[src/rtl/wiper_pkg.sv]
// wiper_pkg: shared state, speed and zone encodings for the wiper controller
package wiper_pkg;
  typedef enum logic [2:0] {
    OFF      = 3'd0,
    ARM_LOW  = 3'd1,
    LOW      = 3'd2,
    ARM_HIGH = 3'd3,
    HIGH     = 3'd4,
    FAULT    = 3'd5
  } state_e;
  localparam logic [1:0] SPD_OFF  = 2'd0;
  localparam logic [1:0] SPD_LOW  = 2'd1;
  localparam logic [1:0] SPD_HIGH = 2'd3;
  typedef enum logic [1:0] {Z_NONE, Z_LO, Z_HI} zone_e;
endpackage

[src/rtl/wiper_zone_classify.sv]
// wiper_zone_classify: maps a rain-drop count onto the none/low/high zones
module wiper_zone_classify
  import wiper_pkg::*;
#(
  parameter int NDROP_BITS = 6,
  parameter int LOW_ON     = 4,
  parameter int HIGH_ON    = 6
) (
  input  logic [NDROP_BITS-1:0] chuva,
  output zone_e                 zone
);
  localparam logic [NDROP_BITS-1:0] LON = NDROP_BITS'(LOW_ON);
  localparam logic [NDROP_BITS-1:0] HON = NDROP_BITS'(HIGH_ON);
  assign zone = chuva >= HON ? Z_HI : chuva >= LON ? Z_LO : Z_NONE;
endmodule

[src/rtl/wiper_ctrl_param.sv]
// wiper_ctrl_param: wiper speed FSM with zone persistence, drop hysteresis,
// park request and a sticky sensor-fault state
module wiper_ctrl_param
  import wiper_pkg::*;
#(
  parameter int NDROP_BITS   = 6,
  parameter int LOW_ON       = 4,
  parameter int HIGH_ON      = 6,
  parameter int LOW_OFF      = 2,
  parameter int HIGH_OFF     = 4,
  parameter int PERSIST_LOW  = 2,
  parameter int PERSIST_HIGH = 1,
  parameter int MAX_DROPS    = 60,
  parameter int NCNT_BITS    = 2
) (
  input  logic                  clk_2,
  input  logic                  reset,
  input  logic [NDROP_BITS-1:0] chuva,
  input  logic                  enable,
  output logic [1:0]            limpador,
  output logic [NCNT_BITS-1:0]  cont,
  output logic [2:0]            state,
  output logic                  error
);
  localparam logic [NDROP_BITS-1:0] LOFF = NDROP_BITS'(LOW_OFF);
  localparam logic [NDROP_BITS-1:0] HOFF = NDROP_BITS'(HIGH_OFF);
  localparam logic [NDROP_BITS-1:0] MAXD = NDROP_BITS'(MAX_DROPS);
  localparam logic [NCNT_BITS-1:0]  PL   = NCNT_BITS'(PERSIST_LOW);
  localparam logic [NCNT_BITS-1:0]  PH   = NCNT_BITS'(PERSIST_HIGH);
  localparam logic [NCNT_BITS-1:0]  ONE  = NCNT_BITS'(1);
  if (!(LOW_OFF <= LOW_ON && LOW_ON <= HIGH_ON && HIGH_OFF <= HIGH_ON && HIGH_ON <= MAX_DROPS
        && PERSIST_LOW >= 1 && PERSIST_HIGH >= 1
        && PERSIST_LOW < (1 << NCNT_BITS) && PERSIST_HIGH < (1 << NCNT_BITS))) begin : g_bad_params
    $error("wiper_ctrl_param: inconsistent thresholds or persistence settings");
  end
  state_e                 state_q, state_d;
  logic [1:0]             limp_q, limp_d;
  logic [NCNT_BITS-1:0]   cont_q, cont_d;
  logic                   err_q, err_d;
  zone_e                  zone;
  logic                   fault;
  wiper_zone_classify #(.NDROP_BITS(NDROP_BITS), .LOW_ON(LOW_ON), .HIGH_ON(HIGH_ON)) u_zone (
    .chuva (chuva),
    .zone  (zone)
  );
  assign fault = chuva > MAXD;
  always_ff @(posedge clk_2) begin
    if (reset) begin
      state_q <= OFF;
      limp_q  <= SPD_OFF;
      cont_q  <= '0;
      err_q   <= 1'b0;
    end else begin
      state_q <= state_d;
      limp_q  <= limp_d;
      cont_q  <= cont_d;
      err_q   <= err_d;
    end
  end
  always_comb begin
    state_d = state_q;
    if (fault) state_d = FAULT;
    else if (state_q == FAULT) state_d = FAULT;
    else if (!enable) state_d = OFF;
    else
      case (state_q)
        OFF:      state_d = zone == Z_HI ? ARM_HIGH : zone == Z_LO ? ARM_LOW : OFF;
        ARM_LOW:  state_d = zone == Z_HI ? ARM_HIGH : zone == Z_NONE ? OFF : cont_q < PL ? ARM_LOW : LOW;
        LOW:      state_d = chuva < LOFF ? OFF : zone == Z_HI ? ARM_HIGH : LOW;
        ARM_HIGH: state_d = zone != Z_HI ? (limp_q == SPD_OFF ? OFF : LOW) : cont_q < PH ? ARM_HIGH : HIGH;
        HIGH:     state_d = chuva < HOFF ? LOW : HIGH;
        default:  state_d = FAULT;
      endcase
  end
  always_comb begin
    limp_d = limp_q;
    cont_d = '0;
    err_d  = err_q | fault;
    if (fault) limp_d = SPD_HIGH;
    else if (state_q == FAULT) limp_d = limp_q;
    else if (!enable) limp_d = SPD_OFF;
    else
      case (state_q)
        OFF:      cont_d = zone != Z_NONE ? ONE : '0;
        ARM_LOW: begin
          cont_d = zone == Z_HI ? ONE : zone == Z_LO && cont_q < PL ? cont_q + 1'b1 : '0;
          limp_d = zone == Z_LO && cont_q >= PL ? SPD_LOW : limp_q;
        end
        LOW: begin
          cont_d = chuva >= LOFF && zone == Z_HI ? ONE : '0;
          limp_d = chuva < LOFF ? SPD_OFF : limp_q;
        end
        ARM_HIGH: begin
          cont_d = zone == Z_HI && cont_q < PH ? cont_q + 1'b1 : '0;
          limp_d = zone == Z_HI && cont_q >= PH ? SPD_HIGH : limp_q;
        end
        HIGH:     limp_d = chuva < HOFF ? SPD_LOW : limp_q;
        default:  limp_d = limp_q;
      endcase
  end
  assign limpador = limp_q;
  assign cont     = cont_q;
  assign state    = state_q;
  assign error    = err_q;
endmodule

[config.mk]
export PLATFORM = sky130hd
export DESIGN_NAME = wiper_ctrl_param
export DESIGN_NICKNAME = d
export VERILOG_FILES = /design/src/rtl/wiper_pkg.sv /design/src/rtl/wiper_zone_classify.sv /design/src/rtl/wiper_ctrl_param.sv
export SDC_FILE = /design/constraint.sdc
export NUM_CORES = 1
export LEC_CHECK = 0
export BUFFER_PORTS_ARGS = -buffer_cell sky130_fd_sc_hd__buf_2
export CAP_MARGIN = 20
export CELL_PAD_IN_SITES_DETAIL_PLACEMENT = 1
export CELL_PAD_IN_SITES_GLOBAL_PLACEMENT = 2
export CORE_MARGIN = 2
export CORE_UTILIZATION = 26
export DETAILED_ROUTE_END_ITERATION = 8
export PLACE_DENSITY_LB_ADDON = 0.2
export SLEW_MARGIN = 20
export SYNTH_ARGS = -nofsm -noshare
export SYNTH_HDL_FRONTEND = slang
export SYNTH_SLANG_ARGS = --single-unit
[constraint.sdc]
create_clock -name clk_2 -period 2.1 [get_ports clk_2]
set_clock_uncertainty 0.1 [all_clocks]
set_input_delay 0.63 -clock clk_2 [delete_from_list [all_inputs] [get_ports clk_2]]
set_output_delay 0.63 -clock clk_2 [all_outputs]
set_load 0.1 [all_outputs]
* Yosys cells after proc, flatten, opt, wreduce, memory -nomap -nowiden
Index checks and enable logic that the tools add are counted.
** Word-level totals
- Latch bits :: 0
- Register bits :: 8
- Input bits :: 9
- Memory bits (read-only) :: 0
- Memories :: 0
- Word-level logic and storage cells :: 74
- Bits in writable memories :: 0
** Cells by class
- Add/subtract/negate cells :: 1
- Reduce and logical (&&, ||, !) cells :: 11
- Multiplexer cells :: 31
- Magnitude comparators :: 10
- Bitwise gates (word level) :: 2
- Multipliers :: 0
- Divide/modulo/power cells :: 0
- Eq/ne operators :: 14
- Shift operators :: 0
** Operators by type and width (number)
- two-way mux 2 bit :: 17
- two-way mux 3 bit :: 6
- inequality test 4 bit (second input constant) :: 4
- one-hot mux 2 bit (4 select lines) :: 2
- one-hot mux 3 bit (5 select lines) :: 1
- greater-or-equal comparator 6 x 3 -> 1 bit (second input constant) :: 2
- == test 3 x 2 -> 1 bit (second input constant) :: 2
- == test 3 bit (second input constant) :: 2
- greater-or-equal comparator 6 x 2 -> 1 bit (second input constant) :: 1
- > comparator 6 bit (second input constant) :: 1
- < comparator 6 x 2 -> 1 bit (second input constant) :: 1
- < comparator 6 x 3 -> 1 bit (second input constant) :: 1
- inequality test 6 x 1 -> 1 bit (second input constant) :: 1
- AND reduction 6 bit :: 1
- logical AND 1 bit :: 5
- two-way mux 1 bit :: 5
- zero test 2 bit :: 2
- inequality test 2 bit (second input constant) :: 2
- OR reduction 4 bit :: 1
- == test 3 x 1 -> 1 bit (second input constant) :: 1
- zero test 3 bit :: 1
- adder 2 x 1 -> 2 bit (second input constant) :: 1
- == test 2 x 1 -> 1 bit (second input constant) :: 1
- == test 2 bit (second input constant) :: 1
- 7 further kinds :: 7

* Logic depth before layout (Yosys ltp)
Gate-level depths: netlist of the first run.
- Depth in word-level cells :: 10
- Mapped depth :: 6
- Gate-level depth less buffers :: 6

* Modules after synthesis
From an unflattened synthesis of the first run, not the netlist that was laid out.
** Second synthesis, totals
- Cell total of the unflattened synthesis :: 104
- Area total of the unflattened synthesis :: 772.0 um^2
** Modules (own cells, without submodules)
- wiper_ctrl_param :: cells each 101, seq. area each 160.2 um^2, instances 1, area each 748.2 um^2
- wiper_zone_classify :: cells each 3, seq. area each 0.0 um^2, instances 1, area each 23.8 um^2

* Worst setup path after synthesis of the first run
No wires, ideal clock.
- Path type :: reg2reg
- Start point :: register state_q[1], in the netlist state[1]
- End point :: register limp_q[1], in the netlist limpador[1]
- Buffers on the path :: 0
- Stages on the path, launching flop included :: 5
- Slack :: -163 ps
- Clock period less this slack :: 2263 ps
- Data arrival time :: 2071 ps
- Cells stage by stage :: dfxtp_1 or3b_2 a211oi_1 nor4_1 nor4_1
** On the way
- Word-level cells in the longest chain between the ends :: 5
** Ends and longest elaborated chain
- start: declaration :: RTL line wiper_ctrl_param.sv:36 : state_e state_q, state_d;
- start signal: assignment :: RTL line wiper_ctrl_param.sv:54 : state_q <= state_d;
- == test 3 bit (tied with other cells) :: RTL line wiper_ctrl_param.sv:83 : case (state_q)
- one-hot mux 2 bit (4 select lines) :: RTL line wiper_ctrl_param.sv:83
- two-way mux 2 bit :: RTL line wiper_ctrl_param.sv:81 : else if (!enable) limp_d = SPD_OFF;
- two-way mux 2 bit :: RTL line wiper_ctrl_param.sv:80 : else if (state_q == FAULT) limp_d = limp_q;
- two-way mux 2 bit :: RTL line wiper_ctrl_param.sv:79 : if (fault) limp_d = SPD_HIGH;
- end signal: assignment :: RTL line wiper_ctrl_param.sv:55 : limp_q <= limp_d;
- end: declaration :: RTL line wiper_ctrl_param.sv:37 : logic [1:0] limp_q, limp_d;
Parallel ways exist; a longest one is shown, timed or not. The select of a mux whose other input is x is not followed.
A chain may end at the register's enable or synchronous reset.

* Worst setup path in the final report of the first run
- Start point :: register state_q[1], in the netlist state[1]
- End point :: output state[1]
** RTL lines
- end: declaration :: RTL line wiper_ctrl_param.sv:22 : output logic [2:0] state,
No word-level cell between the ends.

==> qor.csv, run 1 <==
metric,value,unit
status,finished clean,
dp_worst_setup_slack,-227,ps
die_y,55.7,um
critPathLaunchType,register,
std_cell_rows,18,
peakVddDrop,0.424,mV
powerDensity,509,mW/mm2
port_buffers,16,
cts-hold-fix-buffers,0,
yosys.area_share.simple,35.3,%
grt_use_total,16.6,%
met3_length,68,um
synth-main-ff-cell,dfxtp_1,
htreeDepth,1,
maxCapViolCount,0,
highest_layer,met4,
period_share,95.7,%
cts_tree,built,
areaGrowthSynthToFinish,44.6,%
criticalPathCategory,reg2out,
ant_nets,0,
synth_warnings,0,
p_total,512,uW
synth-xor-area-share,0,%
synth_nets,103,
final_common_cell,buf_4,
insertion_delay,260,ps
crit_fanout,9,
ys_types,38,
setup_viol,0,
first_pass_iters,4,
synth.area.mux_share,0,%
viasPerCell,5.73,
cts_made_buffers,3,
antenna_cells,0,
ys_async_sr_fraction,0,%
synth_top_area_share,23.0,%
layout_common_cells,"buf_4, buf_2, nor2_1",
r2r_start,state[1]$_SDFF_PP0_,
synth-seq-cells,8,
initialDrtViolationCount,13,
cp.required,1370,ps
cts_buffer_depth,2,
synth_edf_count,0,
grt_pass1_vias,844,
drt-met1-wl,1.31,mm
synth_area_per_cell,7.64,um2
reg2reg_setup_slack,300,ps
crit_start,state[1]$_SDFF_PP0_,
hp-class,reg2reg,
power.leakage,0.000416,uW
antenna_found_initial,0,
max-slew-margin-rel,67.8,%
coreArea,0.00250,mm2
vias,888,
die_area,0.00311,mm2
nNetsFinal,139,
clockRootBuffer,clkbuf_4,
grt_max_degree,14,
synthCells,91,
fin_setup_tns,0,ps
route.detailed.drc,0,
syn-cell-area,696,um2
finalMaxSlewViolations,0,
synth_top_family_by_area,simple AND/OR/NAND/NOR gates,
route.met2.wl,1.24,mm
hold_viol,0,
wl,2.63,mm
num_io_pins,17,
worstHoldStart,error$_SDFF_PP0_,
period_needed,2010,ps
clock_sinks,8,
fin_ws,90.8,ps
wl_per_cell,17.0,um
layout-drive-gt1-share,39.2,%
tightest_slew,486,ps
dp_hpwl,2.07,mm
gp_congestion,0.797,
seq_area_frac_synth,23.0,%
start_util,27.8,%
synth-adder-area-share,5.40,%
synth_compound_area_share,29.9,%
max_freq,498,MHz
synth_area_leader_cell,dfxtp_1,
die-width,55.7,um
endpoint_kind,output pin,
synth_area_leaders,"dfxtp_1, nor4_1, o21ai_0",
arrival,1280,ps
grt_remaining_overflow,0,
grt_pass1_wl,4.08,mm
post-route-util,40.2,%
cts.reportedPaths.clkPinSlew,60,ps
-- critical path, cell delays in order (launching register included) --
cell	delay, ps
dfxtp_2	420
buf_4	170
buf_2	420
-- area by class of cell --
class	instances	area, um2
Fill cell	323	1490
Timing Repair Buffer	36	260
Sequential cell	8	164
Tap cell	30	37.5
Multi-Input combinational cell	72	499
Inverter	6	22.5
Clock buffer	3	22.5
-- routing by layer --
layer  vias to the layer above  track usage [%]
met5                         -                0
met4                         0             3.14
met3                         2             3.49
met2                        16             25.3
met1                       442             23.9
li1                        428                -
-- what timing repair did --
| item | CTS | global route |
|---|---|---|
| gates resized for setup | 0 | 1 |
| endpoints found under the setup margin | 0 | 1 |
| hold endpoints to repair | 0 | 0 |
| buffers inserted | 0 | 0 |
-- report_power, final --
group / switching, uW / internal [uW] / total [uW]
combinational: 139 / 73.9 / 213
clock: 58.7 / 65.8 / 125
sequential: 12.0 / 162 / 174
-- cells in the mapped netlist (3+ instances only) --
library cell / instances
nor2_1: 10
dfxtp_1: 8
o21ai_0: 8
nor4_1: 7
inv_1: 6
nand2b_1: 5
nor3_1: 5
ha_1: 3
-- registers in the layout, indices dropped and copies added (netlist names) --
name and cells:
cont 2, error 1, limpador 2, state 3
-- per-stage QoR --
| stage | instance area, um2 | hold slack, ps | cells |
|---|---|---|---|
| final | 1010 | 371 | 155 |
| after global placement | 976 | 349 | 152 |
| after floorplan | 701 | 599 | 91 |
| after detailed placement | 976 | 368 | 152 |
| after global routing | 1010 | 399 | 155 |
| after CTS | 998 | 381 | 155 |
-- logic make-up after synthesis --
logic type	after synthesis
adder cells (fa/ha/maj)	3
AND/OR/NAND/NOR	41
flip-flops	8
buffers and inverters	11
AO/OA/AOI/OAI	28
-- final timing paths --
path	to	depth (start not counted)
setup / recovery	state[1]	2
hold / removal	error$_SDFF_PP0_	2
setup reg to reg	limpador[1]$_SDFFE_PP0P_	4
hold reg to reg	error$_SDFF_PP0_	2
(Power assumes the default switching activity.)
==> run 2: changes to the inputs <==
- CORE_MARGIN: 2 -> default
- RECOVER_POWER: default -> 25
==> run 2 against run 1 <==
  * Via count stayed put
  * Clock power grew 4%
  * Sequential share of layout area is 0.83 points higher
  * Global-route usage grew 6.3 points
  * Utilization fell by 2.0 points
  * Register-to-register slack got worse by 40 ps
  * Non-clock buffer count fell by 1
  * Critical path type unchanged
==> qor.csv, run 2 (synthesis results as in run 1) <==
metric,value,unit
dp_cells,151,
layout-drive-gt1-share,37.1,%
status,finished clean,
antenna_found_initial,0,
path_buf_inv,2,
period_share,96.1,%
whs,378,ps
postCtsSetupBuffers,0,
port_buffers,16,
nFillCells,318,
critical-path-slowest-cell,dfxtp_2,
grt_pass1_wl,4.60,mm
criticalPathCategory,reg2out,
p_sw_share,42.2,%
hold_viol,0,
peakVddDrop,0.300,mV
layout_common_cells,"buf_4, buf_2, nor2_1",
p_seq_share,34.5,%
cp_top_family,buffers and inverters,
final_common_cell,buf_4,
grt_pass1_vias,920,
htreeDepth,1,
hp-class,reg2reg,
grt_remaining_overflow,0,
clock_sinks,8,
max_freq,496,MHz
endpoint_kind,output pin,
viasPerCell,5.77,
powerDensity,528,mW/mm2
crit_fanout,9,
clockRootBuffer,clkbuf_4,
die_area,0.00289,mm2
cts_made_buffers,3,
cts-hold-fix-buffers,0,
insertion_delay,270,ps
initialDrtViolationCount,18,
first_pass_iters,4,
tightest_slew,551,ps
critPathCapture,state[1],
crit_start,state[1]$_SDFF_PP0_,
crit_chain,buf_4 -> buf_2,
nNetsFinal,138,
die_y,53.7,um
period_needed,2020,ps
reg2reg_to,limpador[1]$_SDFFE_PP0P_,
r2r_start,state[1]$_SDFF_PP0_,
power.leakage,0.000398,uW
regArea,164,um2
coreArea,0.00250,mm2
internal_power,292,uW
std_cell_rows,18,
wl_per_cell,17.4,um
fin_ws,82.7,ps
reg2reg_setup_slack,260,ps
antenna_cells,0,
cts_buffer_depth,2,
vias,888,
areaGrowthSynthToFinish,37.6,%
largest_reg_flops,3,
slowest_delay,420,ps
num_io_pins,17,
grt_use_total,22.9,%
cts_tree,built,
maxCapViolCount,0,
cts.reportedPaths.clkPinSlew,60,ps
cp.required,1370,ps
wl,2.68,mm
start_util,27.8,%
dp_worst_setup_slack,-173,ps
grt_max_degree,12,
route.detailed.drc,0,
critPathLaunchType,register,
post_cts_resized,0,
finalMaxSlewViolations,0,
arrival,1290,ps
reg2regPathDepth,4,
max-slew-margin-rel,63.4,%
rsz0062_at_grt,false,
switchingPower,213,uW
p_clk_share,25.7,%
die-width,53.7,um
gp_congestion,0.827,
dp_hpwl,2.17,mm
ant_nets,0,
cp_num_cells,2,
power_frac_comb,39.8,%
setup_viol,0,
final_cells,154,
multi_input_comb_area,492,um2
run 2: cell count changes in the layout (fill, tap and decap cells not counted):
cell	before	now
clkbuf_2	0	2
o32ai_2	1	0
buf_12	2	0
clkbuf_4	3	4
clkbuf_1	0	1
buf_4	20	17
o32ai_1	0	1
run 2: how the worst min path moves through the flow:
stage | from | endpoint | slack [ps] | cells after the start
after floorplan | reset | state[2]$_SDFF_PP0_ | 600 | 1
after global placement | error$_SDFF_PP0_ | error$_SDFF_PP0_ | 350 | 2
after detailed placement | error$_SDFF_PP0_ | error$_SDFF_PP0_ | 380 | 2
after CTS | error$_SDFF_PP0_ | error$_SDFF_PP0_ | 390 | 2
after global routing | error$_SDFF_PP0_ | error$_SDFF_PP0_ | 410 | 2
final | error$_SDFF_PP0_ | error$_SDFF_PP0_ | 380 | 2
run 2: metrics by stage:
step	utilization (%)	total power [uW]	setup TNS, ps	cell area (um2)
after floorplan	-	307	-3.59	701
after global placement	38.7	384	-316	968
after detailed placement	38.7	386	-435	968
after CTS	39.6	515	0	991
after global routing	38.3	536	0	957
final	38.3	506	0	957
run 2: power groups by stage:
stage	logic [uW]	clock network, uW	registers, uW
2_1_floorplan	69.1	0	238
3_3_place_gp	206	0	178
3_5_place_dp	208	0	179
4_1_cts	208	131	176
5_1_grt	217	143	176
6_report	201	130	174
run 2: worst register-to-register path, stage by stage, from the launching register on:
cell and delay (ps):
dfxtp_2 420, or3b_2 500, a211oi_1 360, nor4_1 100
nor4_1 270
run 2: layout make-up:
class                           count  share of cell area (%)
Multi-Input combinational cell     72                    51.4
Timing Repair Buffer               35                    22.9
Sequential cell                     8                    17.1
Tap cell                           30                    3.92
Clock buffer                        3                    2.35
Inverter                            6                    2.35
run 2: layer usage:
metal	routed length, um	global-route usage (%)	share of wire, %	vias to the layer above
li1	-	-	-	426
met1	1240	30.5	46	437
met2	1290	36.0	48	21
met3	129	5.37	4.8	4
met4	17	7.02	0.64	0
met5	0	0	0	-
==> run 3: changes to the inputs <==
- CTS_CLUSTER_SIZE: default -> 16
- SETUP_SLACK_MARGIN: default -> 0.4
==> run 3 against run 2 <==
  * Fmax rose by 11%
  * Routed wire length decreased by 6.3%
  * Combinational power rose by 4%
  * Via count is 4.6% lower
  * Total power grew 5.6%
  * Cell count is 5.2% lower
  * Clock power grew 9%
  * Global-route usage decreased by 2.9 points
  * Utilization grew 4.0 points
  * Critical endpoint is now state[1]$_SDFF_PP0_
  * Largest cell class unchanged
  * Largest power group unchanged
==> qor.csv, run 3 (synthesis results as in run 1) <==
metric,value,unit
status,finished clean,
dp_hpwl,1.82,mm
layout-drive-gt1-share,42.2,%
die-width,53.7,um
dpl_cell_area,913,um2
criticalPathCategory,in2reg,
max_freq,552,MHz
port_buffers,16,
slowest_delay,580,ps
hold_viol,0,
whs,383,ps
htreeDepth,1,
viasPerCell,5.80,
p_total,534,uW
hp-class,reg2reg,
gp_congestion,0.782,
areaGrowthSynthToFinish,52.0,%
peakVddDrop,0.302,mV
finalMaxSlewViolations,0,
std_cell_rows,18,
antenna_cells,0,
cp_top_family,compound AO/OA/AOI/OAI gates,
stdcell_area,0.00106,mm2
crit_start,chuva[2],
route.detailed.drc,0,
cts-hold-fix-buffers,0,
maxCapViolCount,0,
cts_tree,built,
critPathLaunchType,primary input,
nFillCells,311,
ant_nets,0,
arrival,1920,ps
layout_common_cells,"buf_4, nor2_1, nor4_1, o21ai_0",
grt_remaining_overflow,0,
max-slew-margin-rel,64.4,%
tightest_slew,537,ps
largest_reg_flops,3,
initialDrtViolationCount,20,
final_cells,146,
wl_per_cell,17.2,um
insertion_delay,270,ps
cts_made_buffers,3,
vias,847,
grt_pass1_vias,778,
coreArea,0.00250,mm2
crit_fanout,7,
path_buf_inv,1,
crit_chain,buf_8 -> or4_4 -> a221o_1 -> a21o_1 -> o2bb2ai_2,
final_common_cell,buf_4,
grt_use_total,20.0,%
num_io_pins,17,
nNetsFinal,129,
r2r_start,state[1]$_SDFF_PP0_,
cts_buffer_depth,2,
start_util,27.8,%
powerDensity,505,mW/mm2
setup_viol,0,
fin_setup_tns,0,ps
endpoint_kind,register,
antenna_found_initial,0,
dp_cells,140,
clock_sinks,8,
worstHoldStart,error$_SDFF_PP0_,
cts.reportedPaths.clkPinSlew,60,ps
rsz0062_at_grt,true,
period_share,86.2,%
die_area,0.00289,mm2
period_needed,1810,ps
grt_pass1_wl,3.88,mm
wl,2.51,mm
power.leakage,0.000386,uW
grt_max_degree,16,
cp.required,2200,ps
first_pass_iters,4,
clockRootBuffer,clkbuf_4,
critical-path-slowest-cell,or4_4,
die_y,53.7,um
-- run 3: cell types whose count changed in the layout (fill, tap and decap cells not counted), moves of 2 or more --
cell and delta:
o21ai_1 +2, buf_4 -6, buf_6 +5, buf_8 +2
o21ai_0 -2, dfxtp_1 -2, dfxtp_4 +3, buf_2 -11
-- run 3: routing by layer --
metal	vias to the layer above	track usage [%]	wire [um]	share of wire, %
li1	413	-	-	-
met1	413	25.6	1160	46
met2	16	29.6	1200	48
met3	5	5.65	92	3.7
met4	0	11.4	53	2.1
met5	-	0	0	0
-- run 3: layout make-up --
class	count	area, um2	area share (%)
inverters	6	22.5	2.13
clock buffers	4	26.3	2.49
repair buffers	26	229	21.7
well taps	30	37.5	3.55
multi-input cells	72	568	53.7
flip-flops and latches	8	174	16.4
-- run 3: what timing repair did --
action | 4_1_cts | 5_1_grt
setup endpoints to repair | 12 | 10
resized for setup | 19 | 14
buffers inserted | 1 | 1
pin swaps | 5 | 7
-- run 3: worst register-to-register path: stages, from the launching register on --
cell     delay, ps
dfxtp_4        400
nor4_1         450
a32oi_1        190
or4_1          410
o41ai_1         80
-- run 3: power by group --
part / leakage [uW] / switching [uW] / internal, uW
registers: 0.0000685 / 22.1 / 160
clock network: 0.0000150 / 68.0 / 73.7
logic: 0.000302 / 133 / 76.7
-- run 3: stage by stage --
stage	util (%)	worst slack (ps)
after global routing	42.3	212
after floorplan	-	87.4
after CTS	40.5	304
after global placement	36.5	-18.2
after detailed placement	36.5	-38.8
final	42.3	290
-- run 3: final timing paths --
kind,endpoint,slack [ps],depth (start not counted)
max,state[1]$_SDFF_PP0_,290,5
min,error$_SDFF_PP0_,380,2
max reg2reg,cont[0]$_SDFF_PP0_,360,4
min reg2reg,error$_SDFF_PP0_,380,2
